## config.mk

```make
export PLATFORM = sky130hd
export DESIGN_NAME = mux_n_reg_flat
export DESIGN_NICKNAME = d
export VERILOG_FILES = /design/src/rtl/mux_n_reg_pkg.sv /design/src/rtl/mux_n_reg_if.sv /design/src/rtl/mux_n_reg_sel_ctrl.sv /design/src/rtl/mux_n_reg.sv /design/src/flat_wrapper.sv
export SDC_FILE = /design/constraint.sdc
export NUM_CORES = 1
export LEC_CHECK = 0
export CAP_MARGIN = 30
export CORE_AREA = 4 4 41 43
export DETAILED_ROUTE_END_ITERATION = 10
export DIE_AREA = 0 0 45 47
export PLACE_DENSITY = 0.62
export SLEW_MARGIN = 10
export SYNTH_ARGS = -nofsm -noshare
export SYNTH_HDL_FRONTEND = slang
export SYNTH_SLANG_ARGS = --single-unit
```

## constraint.sdc

```tcl
create_clock -name sysclk -period 1.5 [get_ports sysclk]
set_clock_uncertainty 0.2 [all_clocks]
set_input_delay 0.15 -clock sysclk [delete_from_list [all_inputs] [get_ports sysclk]]
set_output_delay 0.15 -clock sysclk [all_outputs]
set_load 0.01 [all_outputs]
```

## src/rtl/mux_n_reg_pkg.sv

```systemverilog
// Shared definitions for mux_n_reg: select-width helper, scan wrap point,
// parity helper and the select-update action encoding.
package mux_n_reg_pkg;

    localparam int PAR_MAX_W = 256;

    typedef enum logic [1:0] {
        SEL_HOLD   = 2'd0,
        SEL_LOAD   = 2'd1,
        SEL_REJECT = 2'd2,
        SEL_SCAN   = 2'd3
    } sel_action_e;

    function automatic int sel_width(input int channels);
        return (channels < 2) ? 1 : $clog2(channels);
    endfunction

    // The scan wraps at the last real channel, not at the select field's maximum.
    function automatic int scan_last(input int channels);
        return channels - 1;
    endfunction

    function automatic logic even_parity(input logic [PAR_MAX_W-1:0] value);
        return ^value;
    endfunction

endpackage

```

## src/rtl/mux_n_reg_if.sv

```systemverilog
// Channel bus for mux_n_reg; the mux_par signal exists only when
// MUX_N_REG_PARITY_EN is defined.
interface mux_n_reg_if #(
    parameter int WIDTH    = 1,
    parameter int CHANNELS = 4
);
    import mux_n_reg_pkg::*;

    localparam int SEL_W = sel_width(CHANNELS);

    logic [CHANNELS*WIDTH-1:0] mux_in;
    logic [SEL_W-1:0]          sel_in;
    logic                      sel_load;
    logic                      scan_mode;
    logic                      enable;
    logic [WIDTH-1:0]          mux_out;
    logic                      out_valid;
    logic [SEL_W-1:0]          cur_sel;
    logic                      sel_err;
`ifdef MUX_N_REG_PARITY_EN
    logic                      mux_par;

    modport master (
        output mux_in, sel_in, sel_load, scan_mode, enable,
        input  mux_out, out_valid, cur_sel, sel_err, mux_par
    );

    modport slave (
        input  mux_in, sel_in, sel_load, scan_mode, enable,
        output mux_out, out_valid, cur_sel, sel_err, mux_par
    );
`else
    modport master (
        output mux_in, sel_in, sel_load, scan_mode, enable,
        input  mux_out, out_valid, cur_sel, sel_err
    );

    modport slave (
        input  mux_in, sel_in, sel_load, scan_mode, enable,
        output mux_out, out_valid, cur_sel, sel_err
    );
`endif

endinterface

```

## src/rtl/mux_n_reg_sel_ctrl.sv

```systemverilog
// Select register for mux_n_reg: load/scan priority, range check, sel_err pulse
// and a flag telling the output stage that the select changes at this edge.
module mux_n_reg_sel_ctrl
    import mux_n_reg_pkg::*;
#(
    parameter  int CHANNELS = 4,
    localparam int SEL_W    = sel_width(CHANNELS)
) (
    input  logic             sysclk,
    input  logic             sys_rst,
    input  logic [SEL_W-1:0] sel_in,
    input  logic             sel_load,
    input  logic             scan_mode,
    input  logic             enable,
    output logic [SEL_W-1:0] cur_sel,
    output logic             sel_err,
    output logic             sel_change
);

    localparam logic [SEL_W:0]   CHAN_LIMIT = (SEL_W+1)'(CHANNELS);
    localparam logic [SEL_W-1:0] LAST_SEL   = SEL_W'(scan_last(CHANNELS));

    sel_action_e      action;
    logic [SEL_W-1:0] next_sel;
    logic             in_range;

    assign in_range = {1'b0, sel_in} < CHAN_LIMIT;

    // A load, even a rejected one, blocks the scan advance for that edge.
    always_comb begin
        action   = SEL_HOLD;
        next_sel = cur_sel;
        if (sel_load) begin
            action = in_range ? SEL_LOAD : SEL_REJECT;
        end else if (scan_mode && enable) begin
            action = SEL_SCAN;
        end
        case (action)
            SEL_LOAD: next_sel = sel_in;
            SEL_SCAN: next_sel = (cur_sel == LAST_SEL) ? '0 : cur_sel + SEL_W'(1);
            default:  next_sel = cur_sel;
        endcase
    end

    assign sel_change = (next_sel != cur_sel);

    always_ff @(posedge sysclk) begin
        if (sys_rst) begin
            cur_sel <= '0;
            sel_err <= 1'b0;
        end else begin
            cur_sel <= next_sel;
            sel_err <= (action == SEL_REJECT);
        end
    end

endmodule

```

## src/rtl/mux_n_reg.sv

```systemverilog
// Registered N-channel multiplexer with held/scanned select and settle-aware
// out_valid. Defining MUX_N_REG_PARITY_EN adds the registered mux_par output.
module mux_n_reg
    import mux_n_reg_pkg::*;
#(
    parameter int WIDTH    = 1,
    parameter int CHANNELS = 4
) (
    input  logic        sysclk,
    input  logic        sys_rst,
    mux_n_reg_if.slave  bus
);

    localparam int SEL_W    = sel_width(CHANNELS);
    localparam int SEL_SPAN = 1 << SEL_W;

    logic [WIDTH-1:0] chan [SEL_SPAN];
    logic [SEL_W-1:0] cur_sel;
    logic             sel_change;
    logic [WIDTH-1:0] mux_q;
    logic             valid_q;

    // Unused select codes read as zero so the channel table is fully populated.
    for (genvar c = 0; c < SEL_SPAN; c++) begin : g_chan
        if (c < CHANNELS) begin : g_real
            assign chan[c] = bus.mux_in[c*WIDTH +: WIDTH];
        end else begin : g_pad
            assign chan[c] = '0;
        end
    end

    mux_n_reg_sel_ctrl #(
        .CHANNELS (CHANNELS)
    ) u_sel_ctrl (
        .sysclk     (sysclk),
        .sys_rst    (sys_rst),
        .sel_in     (bus.sel_in),
        .sel_load   (bus.sel_load),
        .scan_mode  (bus.scan_mode),
        .enable     (bus.enable),
        .cur_sel    (cur_sel),
        .sel_err    (bus.sel_err),
        .sel_change (sel_change)
    );

    // The output samples with the pre-edge select; a select change means the
    // registered data no longer matches cur_sel for one cycle.
    always_ff @(posedge sysclk) begin
        if (sys_rst) begin
            mux_q   <= '0;
            valid_q <= 1'b0;
        end else begin
            if (bus.enable) begin
                mux_q <= chan[cur_sel];
            end
            valid_q <= bus.enable && !sel_change;
        end
    end

    assign bus.cur_sel   = cur_sel;
    assign bus.mux_out   = mux_q;
    assign bus.out_valid = valid_q;

`ifdef MUX_N_REG_PARITY_EN
    logic par_q;

    always_ff @(posedge sysclk) begin
        if (sys_rst) begin
            par_q <= 1'b0;
        end else if (bus.enable) begin
            par_q <= even_parity(PAR_MAX_W'(chan[cur_sel]));
        end
    end

    assign bus.mux_par = par_q;
`endif

endmodule

```

## src/flat_wrapper.sv

```systemverilog
// flat-port wrapper written by rule: the top's interface ports become plain ports
module mux_n_reg_flat import mux_n_reg_pkg::*;
#(
    parameter int WIDTH    = 1,
    parameter int CHANNELS = 4
)
  (sysclk, sys_rst, bus_mux_in, bus_sel_in, bus_sel_load, bus_scan_mode, bus_enable, bus_mux_out, bus_out_valid, bus_cur_sel, bus_sel_err);
  mux_n_reg_if #(.WIDTH(WIDTH), .CHANNELS(CHANNELS)) bus_i ();
  input  logic sysclk;
  input  logic sys_rst;
  input wire logic [$bits(bus_i.mux_in)-1:0] bus_mux_in;
  input wire logic [$bits(bus_i.sel_in)-1:0] bus_sel_in;
  input wire logic [$bits(bus_i.sel_load)-1:0] bus_sel_load;
  input wire logic [$bits(bus_i.scan_mode)-1:0] bus_scan_mode;
  input wire logic [$bits(bus_i.enable)-1:0] bus_enable;
  output wire logic [$bits(bus_i.mux_out)-1:0] bus_mux_out;
  output wire logic [$bits(bus_i.out_valid)-1:0] bus_out_valid;
  output wire logic [$bits(bus_i.cur_sel)-1:0] bus_cur_sel;
  output wire logic [$bits(bus_i.sel_err)-1:0] bus_sel_err;
  assign bus_i.mux_in = bus_mux_in;
  assign bus_i.sel_in = bus_sel_in;
  assign bus_i.sel_load = bus_sel_load;
  assign bus_i.scan_mode = bus_scan_mode;
  assign bus_i.enable = bus_enable;
  assign bus_mux_out = bus_i.mux_out;
  assign bus_out_valid = bus_i.out_valid;
  assign bus_cur_sel = bus_i.cur_sel;
  assign bus_sel_err = bus_i.sel_err;
  mux_n_reg #(.WIDTH(WIDTH), .CHANNELS(CHANNELS)) u_core (.sysclk(sysclk), .sys_rst(sys_rst), .bus(bus_i));
endmodule
```

==> impl_metrics.toml, run 1 <==
[outcome]
outcome = "completed"

[die]
overall_die_width_um = 45
die_height_um = 47
floorplan.die_area_um2 = 2115
floorplan.initialDensity_pct = 20.19
placementRows = 13
fp.coreArea_um2 = 1301
ios = 16

[sta]
fmax_ghz = 0.6852
postLayoutSetupSlackWorst_ns = 0.04062
rsz0062_at_grt = "no"
period_share_pct = 97.29
report.final.hold_viol_count = 0
post-route-min-period_ns = 1.459
setup_total_negative_slack_ns = 0
finalSetupViolCount = 0
final-max-slew-violation-count = 0

[placement]
numPortBuffers = 15
place.detailed.hpwl_um = 528.8
post_placement_cell_count = 61
place.gp.congestion = 0.7745
dpl_worst_slack_ns = -0.002691

[finish]
layout-drive-gt1-share_pct = 22.00
multi_input_combinational_cell_area_um2 = 171.4
post_layout_nonfiller_instances = 65
layout.area.seq_um2 = 105.1
final_core_util_pct = 38.65
final.fill_count = 144
synthToLayoutAreaGrowth_pct = 91.43
ant_diodes = 0
nets = 63

[cts]
cts-root-buf = "clkbuf_4"
postCtsHoldBufs = 0
maximum_level_of_the_cts_h_tree = 1
max-clock-path-buffers = 2
tritoncts_clock_tree = "built"
clk_sink_count = 5
cts-buffers-inserted = 3
clkLatencyLatePin_ns = 0.24
cts.clk_slew.worst_paths_ns = 0.04

[critical_path]
crit_required_ns = 1.43
number_of_buffer_and_inverter_stages_on_the_critical_path = 1
worstSetupStartpointType = "register"
critical_path.cell_chain = "buf_4 -> mux4_2 -> mux2i_1 -> nor2_1"
crit_path_max_incr_delay_ns = 0.47
critPathTopFamily = "multiplexers"
crit_path_top_delay_cell = "mux4_2"
path_max_fanout = 4
cp-end-kind = "register"
cp.arrival_ns = 1.39
regToRegSetupSlack_ns = 0.04
setup.worst_path.class = "register to register"

[synth]
post_synth_num_cell_types = 16
post_synth_edffs = 0
synthesis.area_per_instance_um2 = 9.732
synth_area_leaders = "dfxtp_1, xor2_1, mux4_2, mux2i_1, nor2_1"
ys_ff_latch = 5
seq_area_frac_synth_pct = 38.10
postSynthNetCount = 39
synthArstFlopShare_pct = 0
yosysMostFrequentCell = "dfxtp_1"
synthesis.instances = 27
ys.flop_type = "dfxtp_1"
synth_top_area_share_pct = 38.10
yosysTopAreaCell = "dfxtp_1"
post_synth_instance_area_um2 = 262.8
synth.cells.most_frequent = "dfxtp_1, nor2_1, xor2_1"
synthesis.yosys.warnings = 0

[global_routing]
grt_overflow = 0
pin_count_of_the_biggest_net_entering_global_routing = 6
grt_first_pass_wirelength_um = 1090
gr-usage-all-layers_pct = 7.826
grt_antenna_before_repair = 0
first_global_vias = 252

[pwr]
worst_ir_drop_vdd_mv = 0.2836
power.share.switching_pct = 24.90
p_clk_share_pct = 37.2
power.leakage_nw = 0.2180
p_sw_uw = 104.5
p_per_area_nw_per_um2 = 834.2
internal-power_uw = 315.1
sequentialPowerShare_pct = 35.9
comb_power_share_pct = 26.8

[drt]
total_met3_wirelength_after_detailed_routing_um = 91
drt-wirelength-per-cell_um = 10.82
highest_layer = "met3"
m1WireLength_um = 298
detailroute.via_count = 281
via_density_per_instance = 4.323
total_length_of_routed_wires_um = 703
route.detailed.drc = 0
dr.pass1.iters = 4
drt.antenna.violating_nets = 0
wl_met2_um = 314
detailedRoute.firstIterationViolations = 4

[hold_path]
worst_min_delay_path_category = "register to register"

[flow_run]
drv.max_cap_violation_count = 0
kinds of logic (layout without fill, tap and decap cells):
group                    after synthesis  count (layout)  share of synthesized area, %
AND/OR/NAND/NOR                        9               9                         16.67
flip-flops                             5               5                         38.10
AO/OA/AOI/OAI                          4               4                         11.43
XOR/XNOR                               3               3                         10.00
multiplexers                           3               3                         16.19
adder cells (fa/ha/maj)                1               1                         4.761
other                                  1               1                         1.427
buffers and inverters                  1              24                         1.427
layout make-up:
cell class                      instances  share of cell area, %
Tap cell                               15                  3.731
Multi-Input combinational cell         21                  34.08
Clock buffer                            4                  5.224
Timing Repair Buffer                   19                  35.32
Sequential cell                         5                  20.90
Inverter                                1                 0.7463
layout by cell type, fill, tap and decap left out, drive strengths merged, types with 2 or more instances in the layout:
| cell | n |
|---|---|
| mux2i | 2 |
| clkdlybuf4s50 | 13 |
| dfxtp | 5 |
| clkbuf | 4 |
| nor2 | 4 |
| xor2 | 3 |
| nand2 | 2 |
| buf | 4 |
| dlygate4sd2 | 2 |
repair_timing:
item                                    in CTS  in global routing
endpoints found under the setup margin       3                  1
pin swaps                                    0                  0
resized for setup                            3                  1
gates cloned                                 0                  0
endpoints found under the hold margin        0                  0
setup buffers                                0                  0
metal layers:
layer	global-route usage, %	up-vias
met1	8.656	121
met4	3.509	0
met2	10.45	16
li1	-	144
met3	6.897	0
met5	0	-
worst reg2reg max path: cells and delay by family, from the launching register on:
family	cells	cell delay, ns
multiplexers	2	0.61
flip-flops	1	0.37
buffers and inverters	1	0.11
AND/OR/NAND/NOR	1	0.06
final timing paths:
| kind | from | end | cells past startpoint |
|---|---|---|---|
| worst max-delay path | u_core.u_sel_ctrl.cur_sel[0]$_SDFF_PP0_ | u_core.bus.mux_out$_SDFFE_PP0P_ | 4 |
| worst max register to register | u_core.u_sel_ctrl.cur_sel[0]$_SDFF_PP0_ | u_core.bus.mux_out$_SDFFE_PP0P_ | 4 |
| worst min register to register | u_core.bus.mux_out$_SDFFE_PP0P_ | u_core.bus.mux_out$_SDFFE_PP0P_ | 2 |
| worst min-delay path | u_core.bus.mux_out$_SDFFE_PP0P_ | u_core.bus.mux_out$_SDFFE_PP0P_ | 2 |
sequential cells by signal (all words and copies together), names as in the netlist:
register                   flops
u_core.bus.mux_out             1
u_core.u_sel_ctrl.sel_err      1
u_core.bus.out_valid           1
u_core.u_sel_ctrl.cur_sel      2
per-stage QoR:
step           cell area, µm²  power [mW]  hold slack, ns
3_5_place_dp            464.2      0.2642          0.2874
6_report                503.0      0.4196          0.3136
5_1_grt                 503.0      0.4566          0.3262
2_1_floorplan           265.3      0.1968         0.01470
4_1_cts                 500.5      0.4313          0.3181
3_3_place_gp            464.2      0.2640          0.2853
power by group through the flow:
stage	Sequential, mW	Clock, mW	Combinational, mW
3_5_place_dp	0.151	0	0.113
2_1_floorplan	0.160	0	0.0364
3_3_place_gp	0.151	0	0.113
6_report	0.151	0.156	0.113
4_1_cts	0.151	0.167	0.114
5_1_grt	0.151	0.183	0.122
No activity file was read; power rests on OpenSTA's default activity.
==> run 2: changes to the inputs <==
CTS_BUF_LIST = sky130_fd_sc_hd__clkbuf_2 sky130_fd_sc_hd__clkbuf_4 sky130_fd_sc_hd__clkbuf_8   (was default)
==> run 2 against run 1 <==
Against the previous run: hold slack got worse by 0.022 ns; via count unchanged; register-to-register slack worse by 0.03 ns; fmax is 2.1% lower; global-route usage shrank 0.31 points; critical path depth is the same; flip-flop and latch count is the same; count of clock-buffer cells in the layout did not move; worst setup slack worse by 0.032 ns; combinational power about the same; sequential share of layout area down 0.70 points; critical path type unchanged; highest routed layer unchanged.
==> impl_metrics.toml, run 2 (synthesis results as in run 1) <==
[placement]
post_placement_cell_count = 61
place.gp.congestion = 0.7745
place.detailed.hpwl_um = 528.8
numPortBuffers = 15
dpl_worst_slack_ns = -0.002691

[hold_path]
holdPathStages = 2
worst_min_delay_path_category = "register to register"

[cts]
clkLatencyLatePin_ns = 0.24
cts-buffers-inserted = 3
cts.clk_slew.worst_paths_ns = 0.05
tritoncts_clock_tree = "built"
max-clock-path-buffers = 2
clk_sink_count = 5
postCtsHoldBufs = 0
maximum_level_of_the_cts_h_tree = 1
cts-root-buf = "clkbuf_4"

[critical_path]
path_max_fanout = 4
worstSetupStartpointType = "register"
crit_required_ns = 1.48
cp-end-kind = "register"
timing.reg2reg.worst_path_depth = 4
cp.arrival_ns = 1.48
setup.worst_path.class = "register to register"

[drt]
drt.antenna.violating_nets = 0
drt-wirelength-per-cell_um = 10.86
detailroute.via_count = 281
detailedRoute.firstIterationViolations = 4
total_length_of_routed_wires_um = 706
via_density_per_instance = 4.323
dr.pass1.iters = 4
route.detailed.drc = 0

[pwr]
worst_ir_drop_vdd_mv = 0.3486
p_total_uw = 439.7
power.leakage_nw = 0.2319
p_per_area_nw_per_um2 = 865.5

[die]
die_height_um = 47
floorplan.die_area_um2 = 2115
floorplan.initialDensity_pct = 20.19
placementRows = 13
fp.coreArea_um2 = 1301
overall_die_width_um = 45
ios = 16

[sta]
fmax_ghz = 0.6706
report.final.hold_viol_count = 0
rsz0062_at_grt = "yes"
post-route-min-period_ns = 1.491
final-max-slew-violation-count = 0
finalSetupViolCount = 0
period_share_pct = 99.42
postLayoutSetupSlackWorst_ns = 0.008706

[finish]
top_register = "u_core.u_sel_ctrl.cur_sel"
largest_reg_flops = 2
nets = 63
final_core_util_pct = 39.04
most-common-layout-cells = "clkdlybuf4s50_1, nor2_1, clkbuf_4, buf_4"
final_common_cell = "clkdlybuf4s50_1"
synthToLayoutAreaGrowth_pct = 93.33
ant_diodes = 0
post_layout_nonfiller_instances = 65
layout-drive-gt1-share_pct = 24.00

[global_routing]
grt_overflow = 0
grt_first_pass_wirelength_um = 1048
gr-usage-all-layers_pct = 7.516
first_global_vias = 243
grt_antenna_before_repair = 0
pin_count_of_the_biggest_net_entering_global_routing = 6

[outcome]
outcome = "completed"

[flow_run]
drv.max_cap_violation_count = 0
[run 2: metal layers]
layer | GRT usage [%] | wire length, µm
met2 | 9.040 | 309
met5 | 0 | 0
met4 | 3.509 | 0
met3 | 6.897 | 88
met1 | 8.904 | 308
[run 2: area by class of cell]
cell class / count / area (µm²)
Tap cell: 15 / 18.77
Multi-Input combinational cell: 21 / 171.4
Sequential cell: 5 / 102.6
Fill cell: 145 / 793.3
Clock buffer: 4 / 30.03
Inverter: 1 / 3.754
Timing Repair Buffer: 19 / 181.4
[run 2: worst max-delay path, cell delays in order, from the launching register on]
cell	delay (ns)
dfxtp_2	0.37
ha_4	0.22
xor2_1	0.14
o311ai_1	0.29
and4b_1	0.22
[run 2: power by group]
part           switching [mW]  internal [mW]
sequential            0.00725          0.144
clock                  0.0558          0.119
combinational          0.0418         0.0721
total                   0.105          0.335
[run 2: timing repair]
| action | CTS | global route |
|---|---|---|
| resized for setup | 1 | 2 |
| pin swaps | 0 | 2 |
| cloned | 0 | 0 |
| endpoints found under the hold margin | 0 | 0 |
| buffers inserted | 0 | 0 |
| endpoints found under the setup margin | 2 | 2 |
[run 2: stage by stage]
stage / setup TNS (ns) / cell area (µm²) / hold slack [ns]
after detailed placement: -0.003054 / 464.2 / 0.2874
after global placement: -0.001708 / 464.2 / 0.2853
after global routing: -0.04131 / 508.0 / 0.3227
after CTS: -0.006192 / 493.0 / 0.2992
after floorplan: 0 / 265.3 / 0.01470
final: 0 / 508.0 / 0.2919
[run 2: final timing paths]
check                                                  endpoint                               startpoint  slack (ns)
worst min-delay path            u_core.bus.mux_out$_SDFFE_PP0P_          u_core.bus.mux_out$_SDFFE_PP0P_        0.29
worst max-delay path            u_core.bus.out_valid$_SDFF_PP0_  u_core.u_sel_ctrl.cur_sel[0]$_SDFF_PP0_       0.009
worst max register to register  u_core.bus.out_valid$_SDFF_PP0_  u_core.u_sel_ctrl.cur_sel[0]$_SDFF_PP0_       0.009
worst min register to register  u_core.bus.mux_out$_SDFFE_PP0P_          u_core.bus.mux_out$_SDFFE_PP0P_        0.29
==> run 3: changes to the inputs <==
DONT_BUFFER_PORTS = 1   (was default)
PLACE_DENSITY = 0.46   (was 0.62)
==> run 3 against run 2 <==
Against the previous run: combinational power down 32%; sequential power barely moved; utilization is 7.6 points lower; worst setup slack better by 0.082 ns; first-iteration DRC count decreased by 50%; fmax rose by 5.8%; hold slack got worse by 0.22 ns; critical path type unchanged; die area unchanged; wire length fell by 7.4%; count of clock-buffer cells in the layout is 1 lower.
==> impl_metrics.toml, run 3 (synthesis results as in run 1) <==
[cts]
max-clock-path-buffers = 2
clk_sink_count = 5
maximum_level_of_the_cts_h_tree = 1
cts_post_setup_buffers_inserted = 0
cts.clk_slew.worst_paths_ns = 0.05
cts-buffers-inserted = 3
cts-root-buf = "clkbuf_4"
tritoncts_clock_tree = "built"
clkLatencyLatePin_ns = 0.24

[global_routing]
grt_antenna_before_repair = 0
pin_count_of_the_biggest_net_entering_global_routing = 6
grt_first_pass_wirelength_um = 1007
gr-usage-all-layers_pct = 7.047
first_global_vias = 257
grt_overflow = 0

[critical_path]
critPathTopFamily = "flip-flops"
cp.arrival_ns = 1.40
setup.worst_path.class = "register to register"
cp-end-kind = "register"
crit_required_ns = 1.49
crit_path_max_incr_delay_ns = 0.36
worstSetupStartpointType = "register"
number_of_buffer_and_inverter_stages_on_the_critical_path = 0
critical_path.cell_chain = "ha_4 -> xor2_1 -> o311ai_1 -> and4b_1"
crit_path_top_delay_cell = "dfxtp_4"
path_max_fanout = 3

[die]
floorplan.die_area_um2 = 2115
die_height_um = 47
fp.coreArea_um2 = 1301
placementRows = 13
ios = 16
overall_die_width_um = 45
floorplan.initialDensity_pct = 20.19

[sta]
final-max-slew-violation-count = 0
finalSetupViolCount = 0
fmax_ghz = 0.7096
post-route-min-period_ns = 1.409
report.final.hold_viol_count = 0
period_share_pct = 93.95
setup_total_negative_slack_ns = 0
rsz0062_at_grt = "no"
postLayoutSetupSlackWorst_ns = 0.09072

[drt]
drt.antenna.violating_nets = 0
detailroute.via_count = 243
drt-wirelength-per-cell_um = 11.89
detailedRoute.firstIterationViolations = 2
via_density_per_instance = 4.418
total_length_of_routed_wires_um = 654
dr.pass1.iters = 2
route.detailed.drc = 0

[finish]
final.fill_count = 155
ant_diodes = 0
largest_reg_flops = 2
top_register = "u_core.u_sel_ctrl.cur_sel"
final_core_util_pct = 31.44
synthToLayoutAreaGrowth_pct = 55.71
nets = 53
layout-drive-gt1-share_pct = 27.50
final_common_cell = "dlygate4sd3_1"
most-common-layout-cells = "dlygate4sd3_1, nor2_1"

[placement]
dpl_worst_slack_ns = 0.001218
place.detailed.hpwl_um = 528.9
numPortBuffers = 0
place.gp.congestion = 0.7542

[pwr]
p_per_area_nw_per_um2 = 952.8
power.leakage_nw = 0.1773
p_total_uw = 389.8
worst_ir_drop_vdd_mv = 0.2459

[flow_run]
drv.max_cap_violation_count = 0

[outcome]
outcome = "completed"

[hold_path]
worst_min_delay_path_category = "input port to register"
-- run 3: repair_timing --
item | 4_1_cts | 5_1_grt
hold buffers | 6 | 0
pin swaps | 2 | 3
resized for setup | 1 | 1
endpoints found under the hold margin | 4 | 0
endpoints found under the setup margin | 1 | 1
-- run 3: report_power, final --
group / total, mW / switching, mW / internal [mW] / leakage, nW
registers: 0.154 / 0.0105 / 0.143 / 0.0424
clock network: 0.159 / 0.0621 / 0.0968 / 0.0177
logic: 0.0772 / 0.0324 / 0.0448 / 0.117
-- run 3: stage by stage --
step	cells	cell area, µm²	hold WS [ns]
global placement	45	306.5	0.02221
detailed placement	45	306.5	0.02487
floorplan	27	265.3	0.01470
CTS	55	406.6	0.07106
global route	55	409.1	0.1101
finish	55	409.1	0.07412
-- run 3: worst min-delay path: stages --
cell and delay, ns:
mux4_2 0.20, mux2i_1 0.06, nor2_1 0.07
-- run 3: layout make-up --
class / count / area [µm²] / share of cell area [%]
Clock inverter: 1 / 5.005 / 1.223
Multi-Input combinational cell: 21 / 171.4 / 41.90
Clock buffer: 3 / 22.52 / 5.505
Sequential cell: 5 / 105.1 / 25.69
Tap cell: 15 / 18.77 / 4.587
Inverter: 1 / 3.754 / 0.9174
Timing Repair Buffer: 9 / 82.58 / 20.18
-- run 3: layer usage --
| layer | track usage, % | part of all wire, % | vias up |
|---|---|---|---|
| li1 | - | - | 122 |
| met1 | 7.551 | 41 | 109 |
| met2 | 9.605 | 48 | 10 |
| met3 | 3.831 | 9.6 | 2 |
| met4 | 7.018 | 0.92 | 0 |
| met5 | 0 | 0 | - |
-- run 3: final timing paths --
check	start	end	slack [ns]	cells after the start
worst max-delay path	u_core.u_sel_ctrl.cur_sel[0]$_SDFF_PP0_	u_core.bus.out_valid$_SDFF_PP0_	0.09	4
worst min-delay path	bus_mux_in[0]	u_core.bus.mux_out$_SDFFE_PP0P_	0.07	3
worst max register to register	u_core.u_sel_ctrl.cur_sel[0]$_SDFF_PP0_	u_core.bus.out_valid$_SDFF_PP0_	0.09	4
worst min register to register	u_core.bus.mux_out$_SDFFE_PP0P_	u_core.bus.mux_out$_SDFFE_PP0P_	0.36	2
